==> config.mk <==
export PLATFORM = sky130hd
export DESIGN_NAME = srt_post_flat
export DESIGN_NICKNAME = d
export VERILOG_FILES = /design/src/rtl/srt_post_if.sv /design/src/rtl/srt_post.sv /design/src/flat_wrapper.sv
export SDC_FILE = /design/constraint.sdc
export NUM_CORES = 1
export LEC_CHECK = 0
export CELL_PAD_IN_SITES_DETAIL_PLACEMENT = 1
export CELL_PAD_IN_SITES_GLOBAL_PLACEMENT = 1
export CORE_ASPECT_RATIO = 1.4
export CORE_MARGIN = 1.5
export CORE_UTILIZATION = 39
export DETAILED_ROUTE_END_ITERATION = 8
export PLACE_DENSITY = 0.82
export RECOVER_POWER = 50
export SLEW_MARGIN = 10
export SYNTH_ARGS = -nofsm -noshare
export SYNTH_HDL_FRONTEND = slang
export SYNTH_SLANG_ARGS = --single-unit
export TNS_END_PERCENT = 100
==> constraint.sdc <==
create_clock -name clk -period 2.2 [get_ports clk]
set_input_delay 0.44 -clock clk [delete_from_list [all_inputs] [get_ports clk]]
set_output_delay 0.44 -clock clk [all_outputs]
set_load 0.01 [all_outputs]
==> src/rtl/srt_post_if.sv <==
// Port bundle for the SRT divider post-processing stage: divider-side inputs,
// the output valid/ready handshake and the status/statistics outputs.
interface srt_post_if #(
  parameter int unsigned WID = 8,
  parameter int unsigned SHW = $clog2(WID)
);
  localparam int unsigned LW = (SHW + 1 < 3) ? 3 : SHW + 1;

  logic           in_valid;
  logic [WID-1:0] in_rem_raw;
  logic [WID-1:0] in_quo_raw;
  logic [WID-1:0] in_div_n;
  logic [SHW-1:0] in_shamt;
  logic           in_dz;
  logic           out_valid;
  logic           out_ready;
  logic [WID-1:0] out_quo;
  logic [WID-1:0] out_rem;
  logic           out_dz;
  logic           ovf;
  logic           ovf_clr;
  logic [LW-1:0]  level;
  logic [15:0]    res_cnt;
  logic [15:0]    drop_cnt;

  modport master (
    output in_valid, in_rem_raw, in_quo_raw, in_div_n, in_shamt, in_dz, out_ready, ovf_clr,
    input  out_valid, out_quo, out_rem, out_dz, ovf, level, res_cnt, drop_cnt
  );

  modport slave (
    input  in_valid, in_rem_raw, in_quo_raw, in_div_n, in_shamt, in_dz, out_ready, ovf_clr,
    output out_valid, out_quo, out_rem, out_dz, ovf, level, res_cnt, drop_cnt
  );
endinterface

==> src/rtl/srt_post.sv <==
// Radix-4 SRT post-processing: remainder correction, denormalize, output FIFO.
// Optional pop/drop counters are built when SRT_POST_STATS_EN is defined.
module srt_post #(
  parameter int unsigned WID   = 8,
  parameter int unsigned DEPTH = 4,
  parameter int unsigned SHW   = $clog2(WID)
) (
  input  logic      clk,
  input  logic      rstn,
  srt_post_if.slave bus
);
  localparam int unsigned LW = (SHW + 1 < 3) ? 3 : SHW + 1;
  localparam int unsigned PW = $clog2(DEPTH);

  // Stage 1: correction
  logic           s1_valid_q;
  logic [WID-1:0] s1_rem_q, s1_rem_d, s1_quo_q, s1_quo_d;
  logic [SHW-1:0] s1_shamt_q;
  logic           s1_dz_q;
  // Stage 2: denormalize
  logic           s2_valid_q;
  logic [WID-1:0] s2_rem_q, s2_rem_d, s2_quo_q, s2_quo_d;
  logic           s2_dz_q;
  // FIFO
  logic [WID-1:0] quo_mem_q [DEPTH];
  logic [WID-1:0] rem_mem_q [DEPTH];
  logic           dz_mem_q  [DEPTH];
  logic [PW-1:0]  wptr_q, wptr_d, rptr_q, rptr_d;
  logic [LW-1:0]  level_q, level_d;
  logic           ovf_q, ovf_d;
  logic           full, out_valid, pop, wr_en, drop;

  always_comb begin
    s1_rem_d = bus.in_rem_raw;
    s1_quo_d = bus.in_quo_raw;
    // A negative remainder means the last digit overshot by one divisor.
    if (bus.in_rem_raw[WID-1]) begin
      s1_rem_d = bus.in_rem_raw + bus.in_div_n;
      s1_quo_d = bus.in_quo_raw - WID'(1);
    end
    s2_rem_d = s1_rem_q >> s1_shamt_q;
    s2_quo_d = s1_quo_q;
    if (s1_dz_q) begin
      s2_rem_d = '0;
      s2_quo_d = '1;
    end
  end

  assign full      = (level_q == LW'(DEPTH));
  assign out_valid = (level_q != '0);
  assign pop       = out_valid & bus.out_ready;
  // A pop frees the slot in the same cycle, so a full FIFO still accepts.
  assign wr_en     = s2_valid_q & (~full | pop);
  assign drop      = s2_valid_q & full & ~pop;

  always_comb begin
    wptr_d  = wptr_q;
    rptr_d  = rptr_q;
    level_d = level_q;
    if (wr_en) wptr_d = wptr_q + PW'(1);
    if (pop)   rptr_d = rptr_q + PW'(1);
    if (wr_en && !pop)      level_d = level_q + LW'(1);
    else if (pop && !wr_en) level_d = level_q - LW'(1);
    ovf_d = ovf_q;
    if (drop)             ovf_d = 1'b1;
    else if (bus.ovf_clr) ovf_d = 1'b0;
  end

  always_ff @(posedge clk) begin
    if (!rstn) begin
      s1_valid_q <= 1'b0;
      s1_rem_q   <= '0;
      s1_quo_q   <= '0;
      s1_shamt_q <= '0;
      s1_dz_q    <= 1'b0;
      s2_valid_q <= 1'b0;
      s2_rem_q   <= '0;
      s2_quo_q   <= '0;
      s2_dz_q    <= 1'b0;
      wptr_q     <= '0;
      rptr_q     <= '0;
      level_q    <= '0;
      ovf_q      <= 1'b0;
    end else begin
      s1_valid_q <= bus.in_valid;
      if (bus.in_valid) begin
        s1_rem_q   <= s1_rem_d;
        s1_quo_q   <= s1_quo_d;
        s1_shamt_q <= bus.in_shamt;
        s1_dz_q    <= bus.in_dz;
      end
      s2_valid_q <= s1_valid_q;
      if (s1_valid_q) begin
        s2_rem_q <= s2_rem_d;
        s2_quo_q <= s2_quo_d;
        s2_dz_q  <= s1_dz_q;
      end
      wptr_q  <= wptr_d;
      rptr_q  <= rptr_d;
      level_q <= level_d;
      ovf_q   <= ovf_d;
    end
  end

  // Storage needs no reset; level gates everything read out of it.
  always_ff @(posedge clk) begin
    if (wr_en) begin
      quo_mem_q[wptr_q] <= s2_quo_q;
      rem_mem_q[wptr_q] <= s2_rem_q;
      dz_mem_q[wptr_q]  <= s2_dz_q;
    end
  end

  assign bus.out_valid = out_valid;
  assign bus.out_quo   = out_valid ? quo_mem_q[rptr_q] : '0;
  assign bus.out_rem   = out_valid ? rem_mem_q[rptr_q] : '0;
  assign bus.out_dz    = out_valid ? dz_mem_q[rptr_q]  : 1'b0;
  assign bus.ovf       = ovf_q;
  assign bus.level     = level_q;

`ifdef SRT_POST_STATS_EN
  logic [15:0] res_cnt_q, res_cnt_d, drop_cnt_q, drop_cnt_d;

  always_comb begin
    res_cnt_d  = res_cnt_q;
    drop_cnt_d = drop_cnt_q;
    if (pop && res_cnt_q != 16'hFFFF) res_cnt_d = res_cnt_q + 16'd1;
    if (drop) begin
      if (drop_cnt_q != 16'hFFFF) drop_cnt_d = drop_cnt_q + 16'd1;
    end else if (bus.ovf_clr) begin
      drop_cnt_d = '0;
    end
  end

  always_ff @(posedge clk) begin
    if (!rstn) begin
      res_cnt_q  <= '0;
      drop_cnt_q <= '0;
    end else begin
      res_cnt_q  <= res_cnt_d;
      drop_cnt_q <= drop_cnt_d;
    end
  end

  assign bus.res_cnt  = res_cnt_q;
  assign bus.drop_cnt = drop_cnt_q;
`else
  assign bus.res_cnt  = '0;
  assign bus.drop_cnt = '0;
`endif
endmodule

==> src/flat_wrapper.sv <==
// flat-port wrapper written by rule: the top's interface ports become plain ports
module srt_post_flat 
#(
  parameter int unsigned WID   = 8,
  parameter int unsigned DEPTH = 4,
  parameter int unsigned SHW   = $clog2(WID)
)
  (clk, rstn, bus_in_valid, bus_in_rem_raw, bus_in_quo_raw, bus_in_div_n, bus_in_shamt, bus_in_dz, bus_out_ready, bus_ovf_clr, bus_out_valid, bus_out_quo, bus_out_rem, bus_out_dz, bus_ovf, bus_level, bus_res_cnt, bus_drop_cnt);
  srt_post_if #(.WID(WID), .SHW(SHW)) bus_i ();
  input  logic clk;
  input  logic rstn;
  input wire logic [$bits(bus_i.in_valid)-1:0] bus_in_valid;
  input wire logic [$bits(bus_i.in_rem_raw)-1:0] bus_in_rem_raw;
  input wire logic [$bits(bus_i.in_quo_raw)-1:0] bus_in_quo_raw;
  input wire logic [$bits(bus_i.in_div_n)-1:0] bus_in_div_n;
  input wire logic [$bits(bus_i.in_shamt)-1:0] bus_in_shamt;
  input wire logic [$bits(bus_i.in_dz)-1:0] bus_in_dz;
  input wire logic [$bits(bus_i.out_ready)-1:0] bus_out_ready;
  input wire logic [$bits(bus_i.ovf_clr)-1:0] bus_ovf_clr;
  output wire logic [$bits(bus_i.out_valid)-1:0] bus_out_valid;
  output wire logic [$bits(bus_i.out_quo)-1:0] bus_out_quo;
  output wire logic [$bits(bus_i.out_rem)-1:0] bus_out_rem;
  output wire logic [$bits(bus_i.out_dz)-1:0] bus_out_dz;
  output wire logic [$bits(bus_i.ovf)-1:0] bus_ovf;
  output wire logic [$bits(bus_i.level)-1:0] bus_level;
  output wire logic [$bits(bus_i.res_cnt)-1:0] bus_res_cnt;
  output wire logic [$bits(bus_i.drop_cnt)-1:0] bus_drop_cnt;
  assign bus_i.in_valid = bus_in_valid;
  assign bus_i.in_rem_raw = bus_in_rem_raw;
  assign bus_i.in_quo_raw = bus_in_quo_raw;
  assign bus_i.in_div_n = bus_in_div_n;
  assign bus_i.in_shamt = bus_in_shamt;
  assign bus_i.in_dz = bus_in_dz;
  assign bus_i.out_ready = bus_out_ready;
  assign bus_i.ovf_clr = bus_ovf_clr;
  assign bus_out_valid = bus_i.out_valid;
  assign bus_out_quo = bus_i.out_quo;
  assign bus_out_rem = bus_i.out_rem;
  assign bus_out_dz = bus_i.out_dz;
  assign bus_ovf = bus_i.ovf;
  assign bus_level = bus_i.level;
  assign bus_res_cnt = bus_i.res_cnt;
  assign bus_drop_cnt = bus_i.drop_cnt;
  srt_post #(.WID(WID), .DEPTH(DEPTH), .SHW(SHW)) u_core (.clk(clk), .rstn(rstn), .bus(bus_i));
endmodule
# ---- Yosys cells after proc, flatten, opt, wreduce, memory -nomap -nowiden
# Memory sizes are Yosys's and may differ from the RTL's. A register that Yosys moved wholly into a read port is not among the register bits.
# Index checks and enable logic that the tools add are counted.
dict set report word_totals {
  ff_bits 48
  mem_bits_rw 68
  inputBits 33
  out_inout_bits 55
  elab_cells 57
  mem_count 3
}
# memory words width rd rd_clocked_by_memory_dff write_ports line_no
set mem_list {}
lappend mem_list {u_core.quo_mem_q 4 8 1 1 1 srt_post.sv:25} ;# logic [WID-1:0] quo_mem_q [DEPTH];
lappend mem_list {u_core.rem_mem_q 4 8 1 1 1 srt_post.sv:26} ;# logic [WID-1:0] rem_mem_q [DEPTH];
lappend mem_list {u_core.dz_mem_q 4 1 1 1 1 srt_post.sv:27} ;# logic dz_mem_q [DEPTH];
dict set report op_classes {
  add_sub_neg 6
  n_eq_ne 1
  n_shift 1
  muxes 19
  n_bitwise 7
  reduce_logical 7
}
# operator n
set op_table {}
lappend op_table {{$mux 8} 6}
lappend op_table {{$mux 2} 6}
lappend op_table {{$add 8x8->8} 1}
lappend op_table {{$mux 4} 2}
lappend op_table {{$shr 8x3->8} 1}
lappend op_table {{$sub 8x1->8 const B} 1}
lappend op_table {{$mux 1} 5}
lappend op_table {{$add 2x1->2 const B} 2}
lappend op_table {{$add 4x1->4 const B} 1}
lappend op_table {{$and 1x1->1} 4}
lappend op_table {{$eq 4x3->1 const B} 1}
lappend op_table {{$reduce_bool 2->1} 2}
lappend op_table {{$reduce_bool 4->1} 1}
lappend op_table {{$sub 4x1->4 const B} 1}
lappend op_table {{$logic_and 1x1->1} 2}
lappend op_table {{$logic_not 1->1} 2}
lappend op_table {{$not 1->1} 2}
lappend op_table {{$or 1x1->1} 1}

# ---- Logic depth before layout (Yosys ltp)
dict set report logic_depth {
  depth_word 8
  mapped_depth 12
  mapped_depth_nobuf 11
}

# ---- Least setup slack after synthesis
# Ideal clock, no wire load.
dict set report synth_path {
  path_kind {flip-flop to flip-flop}
  from {register u_core.level_q[0] (netlist: u_core.bus.level[0])}
  to {register u_core.level_q[3] (netlist: u_core.bus.level[3])}
  setup_time_ns 0.070
  arrival_ns 2.307
  required_time_ns 2.130
  path_slack_ns -0.177
  stages_incl_launch_ff 12
  path_cell_list {dfxtp_1 nor3_2 nand3b_1 and2_1 ha_1 inv_1 ha_1 a21o_1 a21oi_2 xnor2_1 or3_1 a21boi_1}
}
dict set report synth_between {
  elab_chain_len 7
  elab_cells_between_ends 15
  cone_classes {add/sub (2); eq/ne (1); mux (2); bitwise (4); reduce/logical (6)}
}
# element line_no
set synth_rtl {}
lappend synth_rtl {{from (decl)} srt_post.sv:29} ;# logic [LW-1:0] level_q, level_d;
lappend synth_rtl {{from (signal assigned)} srt_post.sv:100} ;# level_q <= level_d;
lappend synth_rtl {{$reduce_bool 4->1 or $eq 4x3->1 (tied branches)} {srt_post.sv:50, srt_post.sv:49}}
lappend synth_rtl {{$and 1x1->1 or $not 1->1 (tied branches)} {srt_post.sv:51, srt_post.sv:53}}
lappend synth_rtl {{$or 1x1->1 (*)} srt_post.sv:53} ;# assign wr_en = s2_valid_q & (~full | pop);
lappend synth_rtl {{$and 1x1->1 (*)} srt_post.sv:53}
lappend synth_rtl {{named net u_core.wr_en} srt_post.sv:31} ;# logic full, out_valid, pop, wr_en, drop;
lappend synth_rtl {{$logic_not 1->1} srt_post.sv:63} ;# else if (pop && !wr_en) level_d = level_q - LW'(1);
lappend synth_rtl {{$logic_and 1x1->1} srt_post.sv:63}
lappend synth_rtl {{$reduce_bool 2->1 (no line)} n/a}
# The timed path passes the listed nets; every way through them passes the cells marked *. The select of a mux whose other input is x is not followed.
# A chain may end at the register's enable or synchronous reset.

==> metrics.txt <==
fin. max-slew vios=0; outcome=finished with violations; share of post-route cells with drive strength above 1=0.240; register area share after synthesis=0.552; Post-route DRC=0; reg-to-reg startpoint=u_core.bus.level[0]$_SDFFE_PN0P_; final core utilization=0.512; met3 GRT Util=0.0428; core area=13800 um^2; Async S/R FF share, synth=0; Cell Area, Synth=5510 um^2; end point of the critical path=bus_out_quo[0]; Max Cap Violations=0; WP data required=1.76 ns; first-pass GRT wire length=19.0 mm; Detail Placement HPWL=7.75 mm; Root Driver=clkbuf_16; Area Overhead vs Synth=28.7%; WL final=11.8 mm; vias in the first global route=3750; failing checks=setup timing; port bufs=55; Power Density=1050 nW/um^2; top-area cell type share of the netlist area=0.370; CTS tree=yes; Layout Cells excl Fill=719; Post-DRT Antenna Nets=0; Synth area leaders=edfxtp_1 (37%), dfxtp_1 (18%), mux4_2 (8.2%); pin count of the biggest net entering global routing=39; slew of the pin with the lowest slew margin=0.722 ns; GR Util All Layers=0.173; slew margin rel.=0.519; DR pass1 iterations=4; Die X=103 um; total negative setup slack=-0.00265 ns; Lkg Pwr=2.71 nW; R2R Setup Slk=0.03 ns; Die H=144 um; kind of critical path=reg -> out; crit start category=flip-flop; Final Critical Period=2.20 ns; die area=14900 um^2; RSZ-0062 raised after global routing=true; Worst setup EP type=output port; crit-path max FO=5; FF-to-FF End=u_core.bus.level[3]$_SDFFE_PN0P_; area of the multi-input gates=2270 um^2; clock sinks=118; initial drt markers=93; Synth cell types=49; most frequent cell after synthesis=edfxtp_1; CP Cell Sequence=buf_12 -> mux4_2 -> and2_1 -> buf_2; final hold vios=0; row cnt=51; Via density=4.88; antenna violations before repair=0; Top FF cell, synth=edfxtp_1; total gr overflow=0; pre-CTS WS=-0.362 ns; post-synth top area cell=edfxtp_1; Hold Crit Depth=1; FILL cells=1446; clock buffer depth=2; # hold bufs at CTS=0; Final nets=571; IO Pins=88; final period utilization=1.00; slowest cell on the critical path=mux4_2; routed len/inst=16.4 um; dpl cells=682; met2 GRT Util=0.318; Final Skew=0.00984 ns; via count=3510; stages on the worst setup path=4; CTS H-Tree Depth=4; path category of the worst min-delay check=reg -> reg; VDD IR max=0.000531 V; final worst slack=-0.00265 ns; GR peak layer=met2; R2R depth=11; number of buffers created by CTS=17; final setup violation count=1; Synth Instances=438; synth cell count leaders=edfxtp_1 (68), dfxtp_1 (50), buf_4 (34); Worst-Skew Late Latency=0.42 ns; Worst-path clk slew=0.05 ns; GP Congestion=0.772; FF+latch area=3050 um^2; initial core utilization=0.398; Max stage delay on crit path=0.52 ns; Syn. warnings=0; WP buf/inv=2; Ant. Diodes=0; Peak Freq=0.454 GHz; met1 Use GR=0.188; Crit path max-delay family=multiplexers; syn_area_per_cell=12.6 um^2; WP data arrival=1.76 ns; number of synthesized flops with an enable pin=68; synthesized flop and latch total=118
registers in the layout, indices dropped and copies added, names as in the netlist, 2 cells and up, named ones only:
register           count
u_core.rptr_q          2
u_core.bus.level       4
u_core.s1_rem_q        8
u_core.s2_rem_q        8
u_core.s1_quo_q        8
u_core.wptr_q          2
u_core.dz_mem_q        4
u_core.s1_shamt_q      3
u_core.quo_mem_q      32
u_core.rem_mem_q      32
u_core.s2_quo_q        8
timing repair:
| action | 4_1_cts | 5_1_grt |
|---|---|---|
| cloned | 2 | 0 |
| pin swaps | 15 | 7 |
| setup endpoints to repair | 19 | 18 |
| setup buffers | 2 | 3 |
| resized for setup | 83 | 20 |
| hold endpoints to repair | 0 | 0 |
kinds of logic after synthesis:
group           share of synthesized area
other cells                      0.000680
mux                                 0.111
simple gates                        0.116
compound gates                     0.0799
fa+ha+maj                          0.0413
buf+inv                            0.0735
flops                               0.552
xor+xnor                           0.0254
cell type report:
cell class                      count  share of cell area
Sequential cell                   118               0.430
Tap cell                          185              0.0326
Multi-Input combinational cell    283               0.320
Clock inverter                     12              0.0198
Timing Repair Buffer               88               0.123
Inverter                           13             0.00723
Clock buffer                       20              0.0675
placed cells by master, fill, tap and decap left out, drive strengths merged, types with 4 or more instances in the layout:
cell            n
clkdlybuf4s50  35
a21oi          16
nand2          27
ha             15
xnor2          11
dfxtp          50
mux4           20
and2           29
nand2b          5
o211a           9
edfxtp         68
inv            16
mux2i          15
conb           32
clkinv          4
buf            46
and3            4
nor2           14
clkbuf         24
nand3           8
a21boi          4
o22ai           4
nor2b          11
o21ai          18
nor3            4
xor2            5
how the worst min path moves through the flow:
| stage | from | end |
|---|---|---|
| 2_1_floorplan | u_core.s1_rem_q[0]$_SDFFE_PN0P_ | u_core.s1_rem_q[0]$_SDFFE_PN0P_ |
| 3_3_place_gp | u_core.s1_quo_q[0]$_SDFFE_PN0P_ | u_core.s1_quo_q[0]$_SDFFE_PN0P_ |
| 3_5_place_dp | u_core.s1_quo_q[5]$_SDFFE_PN0P_ | u_core.s1_quo_q[5]$_SDFFE_PN0P_ |
| 4_1_cts | u_core.s1_quo_q[5]$_SDFFE_PN0P_ | u_core.s1_quo_q[5]$_SDFFE_PN0P_ |
| 5_1_grt | u_core.s1_quo_q[7]$_SDFFE_PN0P_ | u_core.s1_quo_q[7]$_SDFFE_PN0P_ |
| 6_report | u_core.s1_quo_q[5]$_SDFFE_PN0P_ | u_core.s1_quo_q[5]$_SDFFE_PN0P_ |
worst reg2reg max path: cells and delay by family, from the launching register on:
kind | cells | cell delay, ns
buffers and inverters | 1 | 0.06
AND/OR/NAND/NOR | 4 | 0.83
AO/OA/AOI/OAI | 3 | 0.44
XOR/XNOR | 1 | 0.09
flip-flops | 1 | 0.33
adder cells (fa/ha/maj) | 2 | 0.35
metal layers:
layer,wire length [um],vias to the layer above,part of all wire
li1,-,1694,-
met1,4650,1713,0.39
met3,345,19,0.029
met2,6570,84,0.56
met4,219,0,0.019
met5,0,-,0
power breakdown:
| group | internal (mW) | leakage, nW | total (mW) | switching, mW |
|---|---|---|---|---|
| registers | 2.46 | 1.04 | 2.57 | 0.118 |
| clock network | 1.81 | 0.294 | 2.83 | 1.02 |
| logic | 1.18 | 1.38 | 2.06 | 0.878 |
| total | 5.45 | 2.71 | 7.47 | 2.02 |
metrics by stage:
stage / hold slack, ns / cell area (um^2) / total power [mW]
2_1_floorplan: 0.450 / 5650 / 3.68
3_3_place_gp: 0.467 / 6360 / 4.38
3_5_place_dp: 0.469 / 6360 / 4.45
4_1_cts: 0.483 / 7040 / 7.36
5_1_grt: 0.517 / 7090 / 7.81
6_report: 0.480 / 7090 / 7.47
Note: power is estimated with default switching activity, not from simulation.
